### src/rtl/pb_conditioner.sv
// Pushbutton input conditioner: two-flop synchroniser, per-bit consecutive-sample
// debounce, and sticky rising-edge press flags cleared by a read acknowledge.
module pb_conditioner #(
    parameter int unsigned DB_CYCLES = 16
) (
    input  logic       clock,
    input  logic       reset,
    input  logic [3:0] btn_raw,
    input  logic       rd_ack,
    output logic [3:0] pb_level,
    output logic [3:0] pb_press,
    output logic       pb_event
);

    localparam int unsigned NB = 4;
    localparam int unsigned CW = $clog2(DB_CYCLES + 1);
    localparam logic [CW-1:0] CNT_MAX = CW'(DB_CYCLES - 1);

    logic [NB-1:0] sync_q1;
    logic [NB-1:0] sync_q2;
    logic [CW-1:0] cnt_q [NB];
    logic [CW-1:0] cnt_d [NB];
    logic [NB-1:0] level_d;
    logic [NB-1:0] rise;
    logic [NB-1:0] press_d;

    // Debounce counters, next stable level and press-flag update
    always_comb begin
        level_d = pb_level;
        for (int i = 0; i < NB; i++) begin
            cnt_d[i] = '0;
            if (sync_q2[i] != pb_level[i]) begin
                if (cnt_q[i] == CNT_MAX) begin
                    level_d[i] = sync_q2[i];
                end else begin
                    cnt_d[i] = cnt_q[i] + CW'(1);
                end
            end
        end
        rise    = level_d & ~pb_level;
        // a rise on the acknowledge edge survives the clear
        press_d = rd_ack ? rise : (pb_press | rise);
    end

    // Synchroniser, counters, stable level and press flags
    always_ff @(posedge clock or posedge reset) begin
        if (reset) begin
            sync_q1  <= '0;
            sync_q2  <= '0;
            pb_level <= '0;
            pb_press <= '0;
            for (int i = 0; i < NB; i++) begin
                cnt_q[i] <= '0;
            end
        end else begin
            sync_q1  <= btn_raw;
            sync_q2  <= sync_q1;
            pb_level <= level_d;
            pb_press <= press_d;
            for (int i = 0; i < NB; i++) begin
                cnt_q[i] <= cnt_d[i];
            end
        end
    end

    assign pb_event = |pb_press;

endmodule
### config.mk
export PLATFORM = sky130hd
export DESIGN_NAME = pb_conditioner
export DESIGN_NICKNAME = d
export VERILOG_FILES = /design/src/rtl/pb_conditioner.sv
export SDC_FILE = /design/constraint.sdc
export NUM_CORES = 1
export LEC_CHECK = 0
export CAP_MARGIN = 10
export CELL_PAD_IN_SITES_DETAIL_PLACEMENT = 0
export CELL_PAD_IN_SITES_GLOBAL_PLACEMENT = 1
export CORE_MARGIN = 2
export CORE_UTILIZATION = 43
export DETAILED_ROUTE_END_ITERATION = 8
export PLACE_DENSITY_LB_ADDON = 0.1
export RECOVER_POWER = 50
export SYNTH_ARGS = -nofsm -noshare
export SYNTH_HDL_FRONTEND = slang
export SYNTH_SLANG_ARGS = --single-unit
### constraint.sdc
create_clock -name clock -period 1.5 [get_ports clock]
set_input_delay 0.3 -clock clock [delete_from_list [all_inputs] [get_ports clock]]
set_output_delay 0.3 -clock clock [all_outputs]
set_load 0.05 [all_outputs]
==> After elaboration in Yosys (flattened, before gate mapping) <==
Index checks and enable logic that the tools add are counted.
{ "classes": {"reduce_logical": 1, "add_sub_neg": 4, "bitwise_logic": 3, "n_eq_ne": 8, "muxes": 17} }
{ "ops": {"columns": ["operator", "n"], "rows": [
  ["two-way mux 5 bit", 8],
  ["adder 5 x 1 -> 5 bit (second input constant)", 4],
  ["equality test 5 x 4 -> 1 bit (second input constant)", 4],
  ["two-way mux 1 bit", 8],
  ["bitwise AND 4 bit", 1],
  ["two-way mux 4 bit", 1],
  ["!= test 1 bit", 4],
  ["inverter 4 bit", 1],
  ["OR 4 bit", 1],
  ["OR reduction 4 bit", 1]
]} }
{ "totals": {"input_bits": 7, "output_inout_bits": 9, "ff_bits": 36, "elab_cells": 41} }

==> Longest topological paths before layout <==
{ "logic_depth": {"ltp_word": 6, "ltp_mapped": 4, "depth_no_buf": 4} }

==> Worst setup path before layout <==
Ideal clock, no wire load.
{ "synth_path": {"path_kind": "reg-to-output", "start": "reg pb_press[3]", "end": "out pb_event", "arrival_time_ns": 1.157, "path_buffers": 0, "stages_incl_launch_ff": 3, "setup_slack_ns": 0.043, "required_ns": 1.200, "cell_sequence": "dfrtp_1 inv_1 nand4_1"} }
{ "synth_between": {"elab_chain_len": 1} }
{ "synth_lines": {"columns": ["item", "line_no", "rtl"], "rows": [
  ["start: declaration", "11", "output logic [3:0] pb_press,"],
  ["start signal: assignment", "59", "pb_press <= press_d;"],
  ["OR reduction 4 bit", "66", "assign pb_event = |pb_press;"],
  ["end: declaration", "12", "output logic pb_event"]
]} }
No other way between the ends.

==> Worst setup path after layout <==
{ "layout_path": {"start": "reg pb_press[2]", "end": "out pb_event"} }
The elaborated chain is that of the path after synthesis.

==> summary.md <==
| Metric | Value |
|---|---|
| Share of Yosys cell area claimed by the top area cell type | `0.655` |
| Worst setup skew after layout | `approximately 0.016 ns` |
| Initial drt markers | `14` |
| Post-layout total power | `1.78 mW` |
| Areal power density over the cells | `992 nW/um^2` |
| VDD IR max | `0.000608 V` |
| Core region area | `a little over 3000 um^2` |
| HPWL after detailed placement | `about 1400 um` |
| Average wire per cell in the routed design | `~11 um` |
| Startpoint Class | `register` |
| Antenna violations before repair | `0` |
| Dpl cells | `approximately 170` |
| Remaining number of nets flagged by the antenna check after routing | `0` |
| Register clock-pin slew on the reported worst setup and hold paths | `~0.11 ns` |
| Result of the run | `finished, final reports clean` |
| Crit Path Max Fanout | `2` |
| Worst hold slack after final layout | `0.353 ns` |
| H-tree depth reported by CTS | `2` |
| Multi-input logic area | `about 450 um^2` |
| Setup Slack @ Placement | `0.140 ns` |
| Number of global-route vias before repair | `a little over 900` |
| Std-Cell Rows | `20` |
| Chip Height | `60.6 um` |
| Min cycle time layout | `1.42 ns` |
| Dpl cell area | `1690 um^2` |
| Library cell occupying the most area in the post-synthesis netlist | `sky130_fd_sc_hd__dfrtp_1` |
| Nets@finish | `148` |
| Unrepaired setup endpoints after global routing | `yes` |
| Layout-stage area growth over the synthesis result | `30.1%` |
| Maximum buffer depth of the clock tree | `2` |
| Worst Max-Slew Pin Slew | `approximately 0.85 ns` |
| Endpoint kind of the worst setup timing path | `output port` |
| Number of register bits inferred by synthesis | `36` |
| Synthesized instance count | `109` |
| Tightest slew margin relative to the limit | `0.430` |
| Setup TNS Final | `0 ns` |
| Class of the tightest hold or removal check | `register to register` |
| Max-cap violation count | `0` |
| Final cycle utilization of the critical path | `0.947` |
| TritonCTS clock tree | `done` |
| Final wirelength | `~2100 um` |
| Wire length of the first global-routing pass | `3970 um` |
| Number of slew-limit violations in the final report | `0` |
| Final count of hold timing violations | `0` |
| Total grt overflow | `0` |
| Number of sinks on the clock net | `36` |
| Crit-path cells | `inv_2, nand4_1, buf_12` |
| Area fraction in compound gates after synthesis | `0.0291` |
| Combined area of all synthesized cells | `1380 um^2` |
| Count of hold buffers inserted by post-cts repair | `0` |
| Latest clock arrival within the worst-skew pair | `between 0.3 and 0.4 ns` |
| Final cell count without fillers | `182` |
| Largest family of logic cells by synthesized area | `simple AND/OR/NAND/NOR gates` |
| Leakage power of the design | `~0.90 nW` |
| Fin area | `around 1800 um^2` |
| Die Width | `between 60 and 70 um` |
| Combined flip-flop and latch cell area | `~900 um^2` |
| Total CTS buffers | `5` |
| Root buffer cell | `sky130_fd_sc_hd__clkbuf_4` |
| Drt first pass iters | `4` |
| Number of different library cells in the post-synthesis netlist | `14` |
| Critical Path RT | `1.20 ns` |
| Proportion of synthesized area in mux cells | `0.0327` |
| Number of warnings reported in the yosys synthesis log | `0` |
| Mean area per synthesized cell | `12.6 um^2` |
| Critical path class | `register to output port` |
| Synthesized-area fraction occupied by adder cells | `0.0364` |
| Last weighted congestion value of the routability-driven placer | `around 0.67` |
| Total GRT Usage | `0.156` |
| Post-Synth XOR/XNOR Area | `0.0764` |
| Synth area leaders | `sky130_fd_sc_hd__dfrtp_1 (65%), sky130_fd_sc_hd__xor2_1 (7.6%), sky130_fd_sc_hd__nor2_1 (4.1%)` |
| Crit path setup slack, layout | `0.0799 ns` |
| Maximum clock frequency | `roughly 700 MHz` |
| Worst Path Arrival | `roughly 1.1 ns` |
| Core utilization of the finished layout | `0.586` |
| Slowest cell on the critical path | `sky130_fd_sc_hd__dfrtp_1` |
| Fill count | `approximately 280` |
| Starting Density | `0.451` |
| Pin count of the biggest net entering global routing | `37` |
| Total Die Area | `around 3700 um^2` |
| # diodes | `0` |
| Count of unresolved DRC violations after routing | `0` |
| Fraction of layout instances using a drive strength above 1 | `0.232` |
| Mapped Nets | `120` |
| Final count of negative-setup-slack endpoints | `0` |
| Simple-gate portion of the synthesized area | `0.149` |
| I/O pin cnt | `16` |
| Number of buffers added on ports | `15` |
| Mean number of vias per cell | `4.74` |
| Longest individual stage delay on the worst path | `roughly 0.40 ns` |
| Portion of the post-synthesis area used by sequential elements | `0.655` |
| Vias after detailed routing | `862` |
==> synthesized netlist by cell type, drive strengths merged <==
library cell,n
and3,4
xor2,12
nor2,15
dfrtp,36
nand4,1
nand3,8
or4b,4
o21ai,8
mux2,4
ha,4
and2,5
inv,8
==> routing by layer <==
metal  up-vias  routed length (um)  GRT usage
met1       420                 919      0.187
met4         0                  56     0.0901
met3         7                 131     0.0682
met2        16                 966      0.233
met5         -                   0          0
li1        419                   -          -
==> report_power, final <==
| group | leakage [nW] | internal, mW | switching [mW] |
|---|---|---|---|
| registers | 0.474 | 1.01 | 0.0244 |
| clock network | 0.0422 | 0.349 | 0.304 |
| logic | 0.386 | 0.0418 | 0.0493 |
| total | 0.902 | 1.40 | 0.378 |
==> cell type report <==
type                    count  area share
inverters                   8      0.0168
repair buffers             21       0.158
clock inverters             2      0.0196
flip-flops and latches     36       0.503
well taps                  44      0.0307
clock buffers               6      0.0231
multi-input cells          65       0.249
==> logic make-up after synthesis <==
| group | Yosys count |
|---|---|
| compound gates | 8 |
| xor+xnor | 12 |
| fa+ha+maj | 4 |
| buf+inv | 8 |
| flops | 36 |
| mux | 4 |
| simple gates | 37 |
==> flip-flops by register name (all words and copies together) (netlist names) <==
| name | cells |
|---|---|
| pb_press | 4 |
| pb_level | 4 |
| cnt_q | 20 |
| sync_q2 | 4 |
| sync_q1 | 4 |
==> worst paths after layout <==
path	start	to	slack, ns	cells past startpoint
min in group asynchronous	reset	cnt_q[5]	0.67	3
min reg2reg	sync_q1[1]	sync_q2[1]	0.35	0
max	pb_press[2]	pb_event	0.08	3
min	sync_q1[1]	sync_q2[1]	0.35	0
max in group asynchronous	reset	sync_q1[1]	0.29	3
max reg2reg	cnt_q[6]	pb_press[2]	0.13	4
==> worst max-delay path: cells and delay by family, from the launching register on <==
| kind | cells | cell delay (ns) |
|---|---|---|
| simple gates | 1 | 0.14 |
| flops | 1 | 0.40 |
| buf+inv | 2 | 0.24 |
==> repair_timing <==
action,CTS,global route
pin swaps,0,1
setup buffers,2,3
cloned,0,0
hold endpoints to repair,0,0
setup endpoints to repair,1,2
gates resized for setup,0,4
==> cells in the final DEF, fill, tap and decap left out, types with 4 or more instances in the layout <==
cell type	instances
sky130_fd_sc_hd__dlygate4sd3_1	5
sky130_fd_sc_hd__or4b_1	4
sky130_fd_sc_hd__inv_2	4
sky130_fd_sc_hd__inv_1	4
sky130_fd_sc_hd__xor2_1	12
sky130_fd_sc_hd__o21ai_0	8
sky130_fd_sc_hd__and2_1	5
sky130_fd_sc_hd__buf_4	5
sky130_fd_sc_hd__mux2_2	4
sky130_fd_sc_hd__buf_12	9
sky130_fd_sc_hd__ha_1	4
sky130_fd_sc_hd__dfrtp_1	36
sky130_fd_sc_hd__nand3_1	7
sky130_fd_sc_hd__nor2_1	15
sky130_fd_sc_hd__clkbuf_4	5
Power figures use the tool's default switching activity.
==> RTL change 1 (config.mk and constraints unchanged) <==
Register the output `pb_level` once more, with the module's reset; this adds one clock of latency there. The other outputs are not delayed to match.
--- a/src/rtl/pb_conditioner.sv
+++ b/src/rtl/pb_conditioner.sv
@@ -16,6 +16,8 @@
     localparam int unsigned CW = $clog2(DB_CYCLES + 1);
     localparam logic [CW-1:0] CNT_MAX = CW'(DB_CYCLES - 1);
 
+    logic [3:0] pb_level_s0;
+
     logic [NB-1:0] sync_q1;
     logic [NB-1:0] sync_q2;
     logic [CW-1:0] cnt_q [NB];
@@ -26,10 +28,10 @@
 
     // Debounce counters, next stable level and press-flag update
     always_comb begin
-        level_d = pb_level;
+        level_d = pb_level_s0;
         for (int i = 0; i < NB; i++) begin
             cnt_d[i] = '0;
-            if (sync_q2[i] != pb_level[i]) begin
+            if (sync_q2[i] != pb_level_s0[i]) begin
                 if (cnt_q[i] == CNT_MAX) begin
                     level_d[i] = sync_q2[i];
                 end else begin
@@ -37,7 +39,7 @@
                 end
             end
         end
-        rise    = level_d & ~pb_level;
+        rise    = level_d & ~pb_level_s0;
         // a rise on the acknowledge edge survives the clear
         press_d = rd_ack ? rise : (pb_press | rise);
     end
@@ -47,7 +49,7 @@
         if (reset) begin
             sync_q1  <= '0;
             sync_q2  <= '0;
-            pb_level <= '0;
+            pb_level_s0 <= '0;
             pb_press <= '0;
             for (int i = 0; i < NB; i++) begin
                 cnt_q[i] <= '0;
@@ -55,7 +57,7 @@
         end else begin
             sync_q1  <= btn_raw;
             sync_q2  <= sync_q1;
-            pb_level <= level_d;
+            pb_level_s0 <= level_d;
             pb_press <= press_d;
             for (int i = 0; i < NB; i++) begin
                 cnt_q[i] <= cnt_d[i];
@@ -65,4 +67,12 @@
 
     assign pb_event = |pb_press;
 
+    always_ff @(posedge clock or posedge reset) begin
+        if (reset) begin
+            pb_level <= '0;
+        end else begin
+            pb_level <= pb_level_s0;
+        end
+    end
+
 endmodule
Check against the original RTL: no difference found for any inputs over 10 cycles, from zero or initial values and one cycle with reset high; that may be too few to reach the edited logic, so the function may still have changed.
==> RTL change 1 against the unedited design <==
Final area up 4.3%. Highest routed layer unchanged. Sequential cell count rose by 4. Non-clock buffer count unchanged. Final cell count is 2.7% higher. Setup slack got worse by 0.035 ns. Synthesized cell count is 3.7% higher. Power is 3.5% lower. Area after synthesis up 7.3%. Wire length up 2.2%.
==> RTL change 1: results <==
<?xml version="1.0" encoding="UTF-8"?>
<metrics>
  <group name="layout">
    <metric name="finish.net_count" unit="">152</metric>
    <metric name="drive_above_1_share" unit="%">21.28</metric>
    <metric name="insertedDiodeCount" unit="">0</metric>
    <metric name="fillerInstances" unit="">311</metric>
    <metric name="final_cells" unit="">187</metric>
  </group>
  <group name="power_and_ir_drop">
    <metric name="ir_drop" unit="V">0.0005397</metric>
    <metric name="power.clock.total" unit="mW">0.484</metric>
    <metric name="power_leader" unit="">registers</metric>
    <metric name="netSwitchingFraction" unit="%">22.54</metric>
    <metric name="power.leakage" unit="nW">0.9437</metric>
    <metric name="power_frac_seq" unit="%">66.5</metric>
    <metric name="p_int" unit="mW">1.327</metric>
  </group>
  <group name="place">
    <metric name="dp.final_hpwl" unit="um">1499</metric>
    <metric name="gp_congestion" unit="">0.7228</metric>
    <metric name="placed_cells" unit="">175</metric>
  </group>
  <group name="route">
    <metric name="drt-total-wl" unit="um">2119</metric>
    <metric name="drt_pass1_iterations" unit="">2</metric>
    <metric name="route.vias.total" unit="">868</metric>
    <metric name="drt_first_iter_violations" unit="">24</metric>
  </group>
  <group name="outcome">
    <metric name="outcome" unit="">finished, final reports clean</metric>
  </group>
  <group name="logic_synthesis">
    <metric name="synth_area_per_cell" unit="um2">13.07</metric>
    <metric name="synth.area.top_cells" unit="">sky130_fd_sc_hd__dfrtp_1 (68%), sky130_fd_sc_hd__xor2_1 (7.1%), sky130_fd_sc_hd__nor2_1 (3.8%)</metric>
    <metric name="synth-seq-area-share" unit="%">67.80</metric>
    <metric name="synth_fp_nets" unit="">124</metric>
    <metric name="synthTopCellsByCount" unit="">sky130_fd_sc_hd__dfrtp_1 (40), sky130_fd_sc_hd__nor2_1 (15), sky130_fd_sc_hd__xor2_1 (12)</metric>
    <metric name="postSynth.asyncResetShare" unit="%">100.0</metric>
  </group>
  <group name="global_routing">
    <metric name="grt_start_max_net_pins" unit="">41</metric>
    <metric name="grt_usage" unit="%">13.25</metric>
    <metric name="grt_pass1_wl" unit="um">3933</metric>
    <metric name="first_global_vias" unit="">918</metric>
  </group>
  <group name="critical_path">
    <metric name="critical_path.reg2reg.startpoint" unit="">cnt_q[0]$_DFF_PP0_</metric>
    <metric name="critical_path_arrival" unit="ns">1.16</metric>
    <metric name="setup.worst_path.start" unit="">pb_press[1]$_DFF_PP0_</metric>
  </group>
  <group name="worst_hold_path">
    <metric name="timing.hold.worst.start" unit="">sync_q1[0]$_DFF_PP0_</metric>
  </group>
  <group name="clocking">
    <metric name="post-cts-setup-buffer-count" unit="">4</metric>
    <metric name="cts_resized" unit="">1</metric>
  </group>
  <group name="sta">
    <metric name="finClkSkew" unit="ns">0.01104</metric>
    <metric name="worst_slew_pin_slew" unit="ns">0.9384</metric>
  </group>
</metrics>
==> RTL change 1: cell count changes after synthesis <==
cell,change
sky130_fd_sc_hd__dfrtp_1,+4
==> RTL change 1: final timing paths <==
kind                                    endpoint  slack, ns  cells past startpoint
max reg2reg                pb_press[3]$_DFF_PP0_       0.14                      4
max                                     pb_event       0.04                      3
min reg2reg                 sync_q2[0]$_DFF_PP0_       0.36                      0
max in group asynchronous   sync_q2[3]$_DFF_PP0_       0.23                      3
min                         sync_q2[0]$_DFF_PP0_       0.36                      0
min in group asynchronous     cnt_q[2]$_DFF_PP0_       0.68                      3
==> RTL change 1: through the flow <==
step	TNS (ns)	area, um2	setup WS (ns)
2_1_floorplan	0	1476	0.04267
3_3_place_gp	0	1794	0.1710
3_5_place_dp	0	1794	0.1539
4_1_cts	-0.001316	1871	-0.001316
5_1_grt	-0.02749	1868	-0.02749
6_report	0	1868	0.04446
==> RTL change 1: metal layers <==
layer | global-route usage [%] | up-vias | wire (um)
met2 | 20.97 | 14 | 1070
met4 | 6.389 | 0 | 27
met1 | 15.24 | 423 | 931
li1 | - | 427 | -
met5 | 0 | - | 0
met3 | 6.126 | 4 | 89
==> RTL change 1: cell families after synthesis <==
| group | synth area share [%] |
|---|---|
| buf+inv | 2.034 |
| flops | 67.80 |
| simple gates | 13.90 |
| compound gates | 2.712 |
| mux | 3.051 |
| fa+ha+maj | 3.390 |
| xor+xnor | 7.119 |
==> RTL change 1: cell type report <==
cell class / instances / area (um2) / area share [%]
flip-flops and latches: 40 / 1001 / 53.58
multi-input cells: 65 / 450.4 / 24.11
clock inverters: 1 / 5.005 / 0.2679
clock buffers: 6 / 41.29 / 2.210
well taps: 46 / 57.56 / 3.081
inverters: 8 / 30.03 / 1.608
repair buffers: 21 / 282.8 / 15.14
==> RTL change 2 (same settings) <==
Made on the original files. Set the parameter `DB_CYCLES` to 8 (it was 16).
--- a/src/rtl/pb_conditioner.sv
+++ b/src/rtl/pb_conditioner.sv
@@ -1,7 +1,7 @@
 // Pushbutton input conditioner: two-flop synchroniser, per-bit consecutive-sample
 // debounce, and sticky rising-edge press flags cleared by a read acknowledge.
 module pb_conditioner #(
-    parameter int unsigned DB_CYCLES = 16
+    parameter int unsigned DB_CYCLES = 8
 ) (
     input  logic       clock,
     input  logic       reset,
Formal check against the unedited RTL: no difference found for any inputs over 10 cycles, from zero or initial values and one cycle with reset high; that may be too few to reach the edited logic, so the function may still have changed.
==> RTL change 2 against the unedited design <==
Synthesized cell count decreased by 8.3%. Final cell count down 13%. Wire length fell by 5.9%. Highest routed layer unchanged. Sequential cell count is 4 lower. Critical path type unchanged. Largest cell class unchanged. Area after synthesis down 9.8%. Non-clock buffer count down 2. Clock skew fell by 0.0084 ns. Setup slack lost 0.014 ns. Final area shrank 10%.
Power is not compared: it rests on default switching activity, and its combinational part moved more than twofold at a synthesized area within 25%.
==> RTL change 2: results <==
<?xml version="1.0" encoding="UTF-8"?>
<metrics>
  <group name="layout">
    <metric name="finish.net_count" unit="">137</metric>
    <metric name="drive_above_1_share" unit="%">16.54</metric>
    <metric name="largest_register_ffs" unit="">16</metric>
    <metric name="area_growth_synth_to_finish" unit="%">29.44</metric>
    <metric name="final_cells" unit="">158</metric>
  </group>
  <group name="global_routing">
    <metric name="met3_track_demand_over_resource_in_global_routing" unit="%">6.250</metric>
    <metric name="grt_pass1_wl" unit="um">3443</metric>
    <metric name="global_route.usage.met2" unit="%">22.40</metric>
    <metric name="grt_start_max_net_pins" unit="">33</metric>
    <metric name="grt_usage" unit="%">14.23</metric>
  </group>
  <group name="sta">
    <metric name="finClkSkew" unit="ns">0.007877</metric>
    <metric name="timing.final.crit_share" unit="%">95.60</metric>
    <metric name="whs" unit="ns">0.3487</metric>
  </group>
  <group name="critical_path">
    <metric name="critical_path.reg2reg.startpoint" unit="">cnt_q[8]$_DFF_PP0_</metric>
    <metric name="worstRegToRegCells" unit="">3</metric>
    <metric name="endpoint_of_the_worst_register_to_register_path" unit="">pb_press[1]$_DFF_PP0_</metric>
  </group>
  <group name="logic_synthesis">
    <metric name="synth-seq-area-share" unit="%">64.52</metric>
    <metric name="post_synth_mux_area_share" unit="%">3.226</metric>
    <metric name="post_synth_xor_xnor_area" unit="%">6.855</metric>
    <metric name="synth_compound_area_share" unit="%">4.435</metric>
    <metric name="synth_cell_type_count" unit="">16</metric>
    <metric name="yosys.area_share.adder" unit="%">4.032</metric>
    <metric name="synthTopCellsByCount" unit="">sky130_fd_sc_hd__dfrtp_1 (32), sky130_fd_sc_hd__nor2_1 (14), sky130_fd_sc_hd__inv_1 (9)</metric>
    <metric name="synth_fp_nets" unit="">111</metric>
    <metric name="synth.area.top_cells" unit="">sky130_fd_sc_hd__dfrtp_1 (65%), sky130_fd_sc_hd__nor2_1 (4.2%), sky130_fd_sc_hd__xnor2_1 (4.2%)</metric>
  </group>
  <group name="place">
    <metric name="dp.final_hpwl" unit="um">1375</metric>
    <metric name="placed_cells" unit="">147</metric>
    <metric name="post_dp_cell_area" unit="um2">1540</metric>
    <metric name="gp_congestion" unit="">0.7230</metric>
  </group>
  <group name="outcome">
    <metric name="outcome" unit="">finished, final reports clean</metric>
  </group>
  <group name="route">
    <metric name="wl_met3" unit="um">100</metric>
    <metric name="routed-wl-met2" unit="um">967</metric>
    <metric name="post_drt_via_cell_ratio" unit="">4.981</metric>
    <metric name="met1Wirelength" unit="um">840</metric>
    <metric name="detail_route.wl_per_cell" unit="um">12.34</metric>
  </group>
  <group name="clocking">
    <metric name="clkLatencyLatePin" unit="ns">0.32</metric>
    <metric name="clkTransAtPathRegs" unit="ns">0.09</metric>
  </group>
</metrics>
RTL change 2: kinds of logic after synthesis:
kind of cell | after synthesis
AND/OR/NAND/NOR | 35
flip-flops | 32
buffers and inverters | 9
AO/OA/AOI/OAI | 8
XOR/XNOR | 8
multiplexers | 4
adder cells (fa/ha/maj) | 4
RTL change 2: what timing repair did:
item / in CTS / in global routing
buffers inserted: 0 / 3
hold endpoints to repair: 0 / 0
endpoints found under the setup margin: 0 / 1
RTL change 2: cell type report:
class | instances | area share [%]
multi-input cells | 59 | 25.31
clock buffers | 8 | 3.660
inverters | 9 | 2.103
well taps | 31 | 2.414
flip-flops and latches | 32 | 49.84
repair buffers | 19 | 16.67
RTL change 2: critical path, delay by kind of cell, from the launching register on:
family | cells | cell delay, ns
AND/OR/NAND/NOR | 1 | 0.13
buffers and inverters | 2 | 0.27
flip-flops | 1 | 0.41
